--- src/rtl/bounce_gen_pkg.sv ---
// Shared types and helpers for the contact-bounce press generator.
// Defines the FSM state encoding, the LFSR step and the glitch-width rule.
package bounce_gen_pkg;

    typedef enum logic [2:0] {
        IDLE  = 3'd0,
        PB_HI = 3'd1,
        PB_LO = 3'd2,
        HOLD  = 3'd3,
        RB_LO = 3'd4,
        RB_HI = 3'd5,
        GAP   = 3'd6
    } state_t;

    localparam logic [15:0] LFSR_TAPS = 16'hB400;

    // A zero-width segment would stall the press, so zero is promoted to one cycle.
    function automatic logic [15:0] seg_width(input logic [15:0] lfsr, input int glitch_w);
        logic [15:0] mask;
        logic [15:0] w;
        mask = (16'd1 << glitch_w) - 16'd1;
        w    = lfsr & mask;
        if (w == 16'd0) begin
            seg_width = 16'd1;
        end else begin
            seg_width = w;
        end
    endfunction

    function automatic logic [15:0] lfsr_next(input logic [15:0] v);
        if (v[0]) begin
            lfsr_next = {1'b0, v[15:1]} ^ LFSR_TAPS;
        end else begin
            lfsr_next = {1'b0, v[15:1]};
        end
    endfunction

endpackage

--- src/rtl/bounce_press_gen_lfsr16.sv ---
// 16-bit Galois LFSR that steps only when the press FSM loads a glitch segment.
// A zero seed would lock the register, so it is replaced by a nonzero value.
module lfsr16
    import bounce_gen_pkg::*;
#(
    parameter logic [15:0] SEED = 16'hACE1
) (
    input  logic        sysclk,
    input  logic        reset_btn,
    input  logic        advance,
    output logic [15:0] value
);

    localparam logic [15:0] SAFE_SEED = (SEED == 16'h0000) ? 16'h0001 : SEED;

    logic [15:0] lfsr_q;
    logic [15:0] lfsr_d;

    // Next LFSR value: hold unless a segment load requests one step.
    always_comb begin
        lfsr_d = lfsr_q;
        if (advance) begin
            lfsr_d = lfsr_next(lfsr_q);
        end else begin
            lfsr_d = lfsr_q;
        end
    end

    // LFSR state register.
    always_ff @(posedge sysclk or posedge reset_btn) begin
        if (reset_btn) begin
            lfsr_q <= SAFE_SEED;
        end else begin
            lfsr_q <= lfsr_d;
        end
    end

    assign value = lfsr_q;

endmodule

--- src/rtl/bounce_press_gen.sv ---
// Emits one bouncy button press per accepted start: press glitches, stable hold,
// release glitches, stable gap. Outputs are registered from the next state.
module bounce_press_gen
    import bounce_gen_pkg::*;
#(
    parameter int          BOUNCE_COUNT = 4,
    parameter int          GLITCH_W     = 5,
    parameter int          HOLD_CYCLES  = 300,
    parameter int          GAP_CYCLES   = 150,
    parameter logic [15:0] LFSR_SEED    = 16'hACE1
) (
    input  logic       sysclk,
    input  logic       reset_btn,
    input  logic       start,
    output logic       busy,
    output logic       done,
    output logic       btn_out,
    output logic [3:0] press_count
);

    localparam int MAXC = (HOLD_CYCLES > GAP_CYCLES) ? HOLD_CYCLES : GAP_CYCLES;
    localparam int CW   = $clog2(MAXC + 1);
    localparam int BW   = (BOUNCE_COUNT > 1) ? $clog2(BOUNCE_COUNT) : 1;

    localparam logic [CW-1:0] HOLD_LOAD = CW'(HOLD_CYCLES);
    localparam logic [CW-1:0] GAP_LOAD  = CW'(GAP_CYCLES);
    localparam logic [CW-1:0] CNT_ONE   = CW'(1);
    localparam logic [BW-1:0] BNC_LAST  = BW'((BOUNCE_COUNT > 0) ? BOUNCE_COUNT - 1 : 0);

    state_t        state_q, state_d;
    logic [CW-1:0] seg_cnt_q, seg_cnt_d;
    logic [BW-1:0] bnc_q, bnc_d;
    logic [3:0]    press_q, press_d;
    logic          btn_q, btn_d;
    logic          busy_q, busy_d;
    logic          done_q, done_d;
    logic          lfsr_adv;
    logic [15:0]   lfsr_val;
    logic [CW-1:0] glitch_len;
    logic          seg_last;

    lfsr16 #(.SEED(LFSR_SEED)) u_lfsr (
        .sysclk   (sysclk),
        .reset_btn(reset_btn),
        .advance  (lfsr_adv),
        .value    (lfsr_val)
    );

    assign glitch_len = CW'(seg_width(lfsr_val, GLITCH_W));
    assign seg_last   = (seg_cnt_q == CNT_ONE);

    // State, counters and registered outputs.
    always_ff @(posedge sysclk or posedge reset_btn) begin
        if (reset_btn) begin
            state_q   <= IDLE;
            seg_cnt_q <= {CW{1'b0}};
            bnc_q     <= {BW{1'b0}};
            press_q   <= 4'd0;
            btn_q     <= 1'b0;
            busy_q    <= 1'b0;
            done_q    <= 1'b0;
        end else begin
            state_q   <= state_d;
            seg_cnt_q <= seg_cnt_d;
            bnc_q     <= bnc_d;
            press_q   <= press_d;
            btn_q     <= btn_d;
            busy_q    <= busy_d;
            done_q    <= done_d;
        end
    end

    // Next state: every segment counts down to 1, then loads the following segment.
    always_comb begin
        state_d   = state_q;
        seg_cnt_d = seg_cnt_q;
        bnc_d     = bnc_q;
        lfsr_adv  = 1'b0;
        case (state_q)
            IDLE: begin
                if (start && (BOUNCE_COUNT == 0)) begin
                    state_d   = HOLD;
                    seg_cnt_d = HOLD_LOAD;
                end else if (start) begin
                    state_d   = PB_HI;
                    seg_cnt_d = glitch_len;
                    lfsr_adv  = 1'b1;
                end else begin
                    state_d = IDLE;
                end
                bnc_d = {BW{1'b0}};
            end
            PB_HI, RB_LO: begin
                if (seg_last) begin
                    state_d   = (state_q == PB_HI) ? PB_LO : RB_HI;
                    seg_cnt_d = glitch_len;
                    lfsr_adv  = 1'b1;
                end else begin
                    seg_cnt_d = seg_cnt_q - CNT_ONE;
                end
            end
            PB_LO, RB_HI: begin
                if (seg_last && (bnc_q == BNC_LAST)) begin
                    state_d   = (state_q == PB_LO) ? HOLD : GAP;
                    seg_cnt_d = (state_q == PB_LO) ? HOLD_LOAD : GAP_LOAD;
                    bnc_d     = {BW{1'b0}};
                end else if (seg_last) begin
                    state_d   = (state_q == PB_LO) ? PB_HI : RB_LO;
                    seg_cnt_d = glitch_len;
                    lfsr_adv  = 1'b1;
                    bnc_d     = bnc_q + BW'(1);
                end else begin
                    seg_cnt_d = seg_cnt_q - CNT_ONE;
                end
            end
            HOLD: begin
                if (seg_last && (BOUNCE_COUNT == 0)) begin
                    state_d   = GAP;
                    seg_cnt_d = GAP_LOAD;
                end else if (seg_last) begin
                    state_d   = RB_LO;
                    seg_cnt_d = glitch_len;
                    lfsr_adv  = 1'b1;
                end else begin
                    seg_cnt_d = seg_cnt_q - CNT_ONE;
                end
            end
            GAP: begin
                if (seg_last) begin
                    state_d   = IDLE;
                    seg_cnt_d = {CW{1'b0}};
                end else begin
                    seg_cnt_d = seg_cnt_q - CNT_ONE;
                end
            end
            default: begin
                state_d   = IDLE;
                seg_cnt_d = {CW{1'b0}};
                bnc_d     = {BW{1'b0}};
            end
        endcase
    end

    // Outputs decoded from the next state so they appear on the transition edge.
    always_comb begin
        btn_d  = 1'b0;
        busy_d = (state_d != IDLE);
        done_d = (state_q == GAP) && (state_d == IDLE);
        case (state_d)
            PB_HI, HOLD, RB_HI: btn_d = 1'b1;
            default:            btn_d = 1'b0;
        endcase
        if (done_d) begin
            press_d = press_q + 4'd1;
        end else begin
            press_d = press_q;
        end
    end

    assign btn_out     = btn_q;
    assign busy        = busy_q;
    assign done        = done_q;
    assign press_count = press_q;

endmodule

--- config.mk ---
export PLATFORM = sky130hd
export DESIGN_NAME = bounce_press_gen
export DESIGN_NICKNAME = d
export VERILOG_FILES = /design/src/rtl/bounce_gen_pkg.sv /design/src/rtl/bounce_press_gen_lfsr16.sv /design/src/rtl/bounce_press_gen.sv
export SDC_FILE = /design/constraint.sdc
export NUM_CORES = 1
export LEC_CHECK = 0
export ABC_AREA = 1
export CAP_MARGIN = 20
export CORE_ASPECT_RATIO = 1.2
export CORE_UTILIZATION = 55
export CTS_BUF_LIST = sky130_fd_sc_hd__clkbuf_2
export CTS_CLUSTER_DIAMETER = 100
export DETAILED_ROUTE_END_ITERATION = 16
export PLACE_DENSITY = 0.77
export SETUP_SLACK_MARGIN = 0.1
export SYNTH_ARGS = -nofsm -noshare
export SYNTH_HDL_FRONTEND = slang
export SYNTH_SLANG_ARGS = --single-unit
--- constraint.sdc ---
create_clock -name sysclk -period 1.95 [get_ports sysclk]
set_clock_uncertainty 0.2 [all_clocks]
set_input_delay 0.4875 -clock sysclk [delete_from_list [all_inputs] [get_ports sysclk]]
set_output_delay 0.4875 -clock sysclk [all_outputs]
set_load 0.01 [all_outputs]
* After elaboration in Yosys (flattened, before gate mapping)
Index checks and enable logic that the tools add are counted.
** Cells by class
- Shifts and indexed selects :: 0
- Div/mod/pow operators :: 0
- Equality and inequality tests :: 13
- Multiply operators :: 0
- Add/subtract/negate cells :: 3
- Multiplexer cells :: 26
- $lt $le $gt $ge :: 0
- Reductions and logical operators :: 12
- Bitwise logic cells :: 2
** Operators by type and width (count)
- two-way mux 9 bit :: 5
- one-hot mux 9 bit (4 select lines) :: 1
- two-way mux 3 bit :: 8
- zero test 16 bit :: 1
- two-way mux 16 bit :: 1
- one-hot mux 3 bit (5 select lines) :: 1
- == test 3 bit (second input constant) :: 4
- == test 3 x 2 -> 1 bit (second input constant) :: 3
- == test 9 x 1 -> 1 bit (second input constant) :: 1
- subtractor 9 x 1 -> 9 bit (second input constant) :: 1
- == test 3 x 1 -> 1 bit (second input constant) :: 2
- zero test 3 bit :: 2
- OR reduction 3 bit :: 2
- two-way mux 1 bit :: 5
- two-way mux 5 bit :: 1
- adder 4 x 1 -> 4 bit (second input constant) :: 1
- two-way mux 2 bit :: 2
- NOT 3 -> 4 bit :: 1
- one-hot mux 2 bit (2 select lines) :: 1
- OR reduction 2 bit :: 2
- OR reduction 4 bit :: 1
- != test 3 bit (second input constant) :: 1
- one-hot mux 1 bit (3 select lines) :: 1
- nonzero test 3 bit :: 1
- other kinds (6) :: 7
** Storage, ports and cells
- Output and inout port bits :: 7
- Bits of input ports :: 3
- Register bits :: 37
- Word-level logic and storage cells :: 64
- Memories kept :: 0
- Bits in read-only memories :: 0
- RAM bits :: 0
- Bits in latches :: 0

* Depth between registers and ports, before layout
- Depth in word-level cells :: 8
- Gate-level depth with buffers :: 12
- Depth with buffers taken out :: 12

* Cells and area by module
From an unflattened synthesis, not the netlist that was laid out.
** Second synthesis, totals
- Cell total of the unflattened synthesis :: 285
- Area, all modules :: 2297.2 um^2
** By module, submodules not included
- bounce_press_gen :: seq. area each 525.5 um^2, cells each 214, instances 1, area each 1612.8 um^2
- lfsr16 :: seq. area each 410.4 um^2, cells each 71, instances 1, area each 684.4 um^2

* Worst setup path before layout
Ideal clock, no wire load.
- Path kind :: reg2reg
- From :: reg seg_cnt_q[1]
- To :: reg press_q[0], in the netlist press_count[0]
- Stages on the path, launching flop included :: 12
- Period minus slack after synthesis :: 1.837 ns
- Setup time :: 0.117 ns
- Data arrival time :: 1.519 ns
- Path slack :: 0.113 ns
- Buffers on the path :: 0
- Required time :: 1.633 ns
- Path through :: dfrtp_1 -> inv_1 -> ha_1 -> nand2_1 -> nor2_1 -> nand2_2 -> nand3_1 -> nand2_1 -> nor2_4 -> nand3_4 -> nand2_1 -> nand2_1
** On the way
- Cells in the longest elaborated chain, start to end :: 6
- Elaborated cells on any way between the ends :: 10
- Classes of those cells :: 1 x eq/ne; 6 x mux; 3 x reduce/logical
** RTL lines
- from (decl) :: line bounce_press_gen.sv:31 : logic [CW-1:0] seg_cnt_q, seg_cnt_d;
- from (signal assigned) :: line bounce_press_gen.sv:56 : seg_cnt_q <= {CW{1'b0}};
- from (signal assigned) :: line bounce_press_gen.sv:64 : seg_cnt_q <= seg_cnt_d;
- == test 9 x 1 -> 1 bit * :: line bounce_press_gen.sv:50 : assign seg_last = (seg_cnt_q == CNT_ONE);
- two-way mux 3 bit or logical AND 1 bit (tied branches) :: line bounce_press_gen.sv:107, bounce_press_gen.sv:103
- two-way mux 3 bit :: line bounce_press_gen.sv:103 : if (seg_last && (bnc_q == BNC_LAST)) begin
- one-hot mux 3 bit (5 select lines) * :: line bounce_press_gen.sv:79 : case (state_q)
- zero test 3 bit * :: line bounce_press_gen.sv:148 : done_d = (state_q == GAP) && (state_d == IDLE);
- logical AND 1 bit * :: line bounce_press_gen.sv:148
- to (signal assigned) :: line bounce_press_gen.sv:66 : press_q <= press_d;
- to (decl) :: line bounce_press_gen.sv:33 : logic [3:0] press_q, press_d;
Every way passes the cells marked *; elsewhere a longest branch is shown, timed or not.
A chain may end at the register's enable or synchronous reset.

* Worst setup path after layout
- From :: reg seg_cnt_q[1]
- To :: reg press_q[1], in the netlist press_count[1]
** On the way
- Cells in the longest elaborated chain, start to end :: 6
- Elaborated cells on any way between the ends :: 10
- Classes of those cells :: 1 x eq/ne; 6 x mux; 3 x reduce/logical
** RTL lines
- == test 9 x 1 -> 1 bit * :: line bounce_press_gen.sv:50
- two-way mux 3 bit or logical AND 1 bit (tied branches) :: line bounce_press_gen.sv:107, bounce_press_gen.sv:103
- two-way mux 3 bit :: line bounce_press_gen.sv:103
- one-hot mux 3 bit (5 select lines) * :: line bounce_press_gen.sv:79
- via state_d[2] :: line bounce_press_gen.sv:30 : state_t state_q, state_d;
- zero test 3 bit * :: line bounce_press_gen.sv:148
- logical AND 1 bit * :: line bounce_press_gen.sv:148
The timed path passes the listed nets; every way through them passes the cells marked *.

==> results by group <==
Global routing
  – Met3 capacity usage during global routing: roughly 5.3%
  – Initial antenna violation count: 0
  – Global-route track usage on met1: between 30% and 40%
  – Global-route wire length before repair: 8.20 mm
  – Total gr overflow: 0
  – Largest net degree at the start of global routing: 38
  – Busiest grt layer: met2
  – Number of global-route vias before repair: 1834
  – Met2 usage in global routing: a little over two fifths
  – Global-route usage over all layers: 26.3%

Layout
  – Fillers: approximately 250
  – Antenna cells: 0
  – Post-route design area: approximately 2800 um2
  – Combined area of the multi-input logic cells: between 1000 and 1500 um2
  – Register cell area after layout: about 940 um2
  – Commonest cells after routing, fill and taps aside: 57 x nand2_1, 30 x inv_1, 27 x dfrtp_1
  – End-of-flow core utilization: 76.6%
  – Share of post-route cells with drive strength above 1: 35.8%
  – Most common cell after layout, fill and taps aside: nand2_1
  – Number of nets at the end of the flow: roughly 320
  – Synth-to-layout area growth: 31.2%

Power and ir drop
  – Worst vdd ir: about 1.1 mV
  – Cell internal pwr: between 2 and 2.5 mW
  – Sw power: about 2.1 mW
  – Fraction of power consumed by the clock network: 10.4%
  – Static leakage: about 1.4 nW
  – Sequential Power Share: 30.6%
  – Switching power share of the total: between 40% and 50%
  – Part of the power in combinational logic: roughly three fifths
  – Power density cells: about 1600 nW/um2

Floorplan
  – Number of placement rows: 24
  – Core Footprint: between 3000 and 4000 um2
  – Die width: around 59 um
  – Vertical extent of the die: between 70 and 80 um
  – Area of the die: between 4000 and 5000 um2
  – Effective utilization at floorplan: approximately three fifths
  – I/O pins: 10

Drt
  – DRC marker count from the first detailed-route iteration: 100
  – DR pass1 iterations: 4
  – Final wirelength: 5.72 mm
  – Via/cell ratio: 5.54
  – Post-detailed-route wirelength per cell: ~16 um
  – Via Count: 2038
  – Number of remaining DRC errors: 0
  – Count of antenna-violating nets left after detailed routing: 0

Placed design
  – HPWL after DPL: between 3 and 4 mm
  – RD Place Congestion: a little under 1
  – Instance area at placement: between 2000 and 2500 um2
  – Port Buffer Count: 9

Yosys
  – Number of instances in the synthesized netlist: around 280
  – Proportion of synthesized area in mux cells: 0%
  – Synth Area in Compound Gates: ~10%
  – Largest cells by area after synthesis: dfrtp_1 34%, nand2_1 13%, dfstp_2 9.8%
  – Post-Synth Adder-Cell Area: between 2 and 2.5%
  – Area fraction in and, or, nand and nor cells after synthesis: 33.1%
  – Summed instance area of the synthesized netlist: around 2200 um2
  – Warnings from Yosys: 0
  – Largest family of logic cells by synthesized area: simple AND/OR/NAND/NOR gates
  – Fraction of post-synthesis cell area in the top cell type by area: between 30 and 40%
  – Most area-hungry cell type in the Yosys netlist: dfrtp_1
  – Avg Inst Size Synth: between 7 and 8 um2
  – Total nets after synthesis: 282
  – Synthesis-stage register bit count: 37
  – Cell variety after synth: 31
  – Sequential element share of the synthesized area: a little over two fifths
  – Post-synthesis share of cell area spent on xor and xnor gates: ~2.4%

Setup path
  – Crit path capture type: flop
  – CP peak stage delay: 0.44 ns
  – Ordered cell list for the critical path: inv_2 > ha_4 > buf_6 > nand3_4 > nor2_8 > nand2_2 > nand2_2 > nor2_4 > nor2_4 > nand3_4 > nand2_2 > nand2_1
  – Arrival time of the worst setup path: between 2 and 2.5 ns
  – Library cell contributing the largest single delay on the critical path: dfrtp_1
  – Most frequent cell on the critical path: nand2_2
  – Endpoint required time on the critical path: between 2 and 2.5 ns
  – Worst reg2reg path depth: 12
  – Slack of the worst reg-to-reg path: -0.03 ns
  – Crit Path Category: flop to flop
  – Largest fanout of any net on the critical path: 8
  – Launching element type of the critical path: flop

Timing
  – Final count of hold timing violations: 0
  – Actual transition at the worst max-transition pin: 0.332 ns
  – Max Fclk: slightly above 500 MHz
  – Number of failing setup endpoints in the final timing report: 4
  – Total Negative Setup Slacks: -0.0777 ns
  – Final period utilization: 101%
  – Final count of pins violating max slew: 0
  – Minimum setup slack in the final design: -0.0280 ns
  – Shortest period the worst path allows: 1.98 ns
  – RSZ-0062 raised after global routing: yes
  – Max_slew headroom: between 70% and 80%

Clock network
  – Clock tree from TritonCTS: built
  – CTS H-tree lvls: 2
  – Post-cts hold buffer count: 0
  – Root buf cell: clkbuf_2
  – Inserted Clock Buffers: 5
  – Clock transition at path regs: roughly 0.2 ns
  – Clock insertion delay at the later pin of the skew report: approximately 0.4 ns
  – Number of buffers between clock root and the deepest sink: 2
  – Clock sink count: 37

Run status
  – Failing checks: negative setup slack
  – Run status: finished, violations left

Run
  – # Max-Cap Violations: 0

Min path
  – Kind of path behind the tightest hold check: input pin to async pin
## critical path: cells and delay by family (launching register included)
kind                       cells  cell delay (ns)
DFF                            1             0.44
buffers and inverters          2             0.18
and+or+nand+nor                9             0.92
adders and majority gates      1             0.14
## cell usage after synthesis
cell / count
nand3_1: 16
dfstp_2: 8
nand3_4: 2
nand2_1: 72
nand4_1: 9
xnor2_1: 3
buf_6: 2
inv_2: 6
nor2_1: 24
nand2_4: 2
o21a_1: 1
a21oi_1: 8
o21ai_1: 10
nand3_2: 1
inv_1: 31
o211ai_2: 1
nor2_4: 4
o21ai_0: 15
dfrtp_1: 29
clkinv_1: 1
nor2_8: 1
buf_4: 1
buf_2: 2
xor2_1: 3
nand2_2: 5
o211ai_1: 2
nor2_2: 6
a21oi_2: 1
ha_1: 4
o22ai_1: 2
nor3_1: 3
## metal layers
layer	vias to the layer above	share of wire, %	wire (um)
met5	-	0	0
met4	0	3.2	184
met3	19	4.6	264
met2	72	52	2970
met1	981	40	2300
li1	966	-	-
## through the flow
stage          power, mW  hold slack [ns]  setup slack (ns)  cells
2_1_floorplan       2.84            0.249             0.113    275
3_3_place_gp        3.29            0.264            0.0593    343
3_5_place_dp        3.32            0.268            0.0252    343
4_1_cts             4.01            0.198            0.0280    363
5_1_grt             4.90            0.196           -0.0971    368
6_report            4.61            0.206           -0.0280    368
## power groups by stage
| stage | logic (mW) | registers, mW | clock network [mW] |
|---|---|---|---|
| final | 2.72 | 1.41 | 0.481 |
| after global routing | 2.94 | 1.44 | 0.516 |
| after CTS | 2.20 | 1.33 | 0.484 |
| after detailed placement | 1.97 | 1.35 | 0 |
| after global placement | 1.94 | 1.35 | 0 |
| after floorplan | 1.53 | 1.32 | 0 |
## state kept, by name, indices dropped and copies added (netlist names)
| name | count |
|---|---|
| press_count | 4 |
| bnc_q | 2 |
| state_q | 3 |
| seg_cnt_q | 9 |
| btn_out | 1 |
| busy | 1 |
| u_lfsr.value | 16 |
| done | 1 |
## kinds of logic (layout without fill, tap and decap cells)
kind of cell,count (synthesis),after routing
AND/OR/NAND/NOR,145,145
buffers and inverters,43,84
AO/OA/AOI/OAI,40,40
flip-flops,37,37
XOR/XNOR,6,6
adder cells (fa/ha/maj),4,4
## path summary, 6_finish.rpt
check / startpoint / to
max in group asynchronous: reset_btn / u_lfsr.value[11]
hold / removal: reset_btn / u_lfsr.value[1]
min in group sysclk: u_lfsr.value[15] / u_lfsr.value[15]
hold reg to reg: u_lfsr.value[15] / u_lfsr.value[15]
setup reg to reg: seg_cnt_q[1] / press_count[1]
setup / recovery: seg_cnt_q[1] / press_count[1]
## cell type report
type                            instances  area share [%]
Sequential cell                        37            33.2
Inverter                               38            5.04
Clock inverter                          2            1.19
Multi-Input combinational cell        195            43.2
Tap cell                               52            2.30
Clock buffer                            6            1.06
Timing Repair Buffer                   38            14.1
## timing repair
| action | in CTS | in global routing |
|---|---|---|
| pin swaps | 7 | 13 |
| resized for setup | 13 | 54 |
| cloned | 2 | 1 |
| buffers inserted | 10 | 4 |
| endpoints found under the setup margin | 19 | 34 |
| endpoints found under the hold margin | 0 | 0 |
Note: power is estimated with default switching activity, not from simulation.
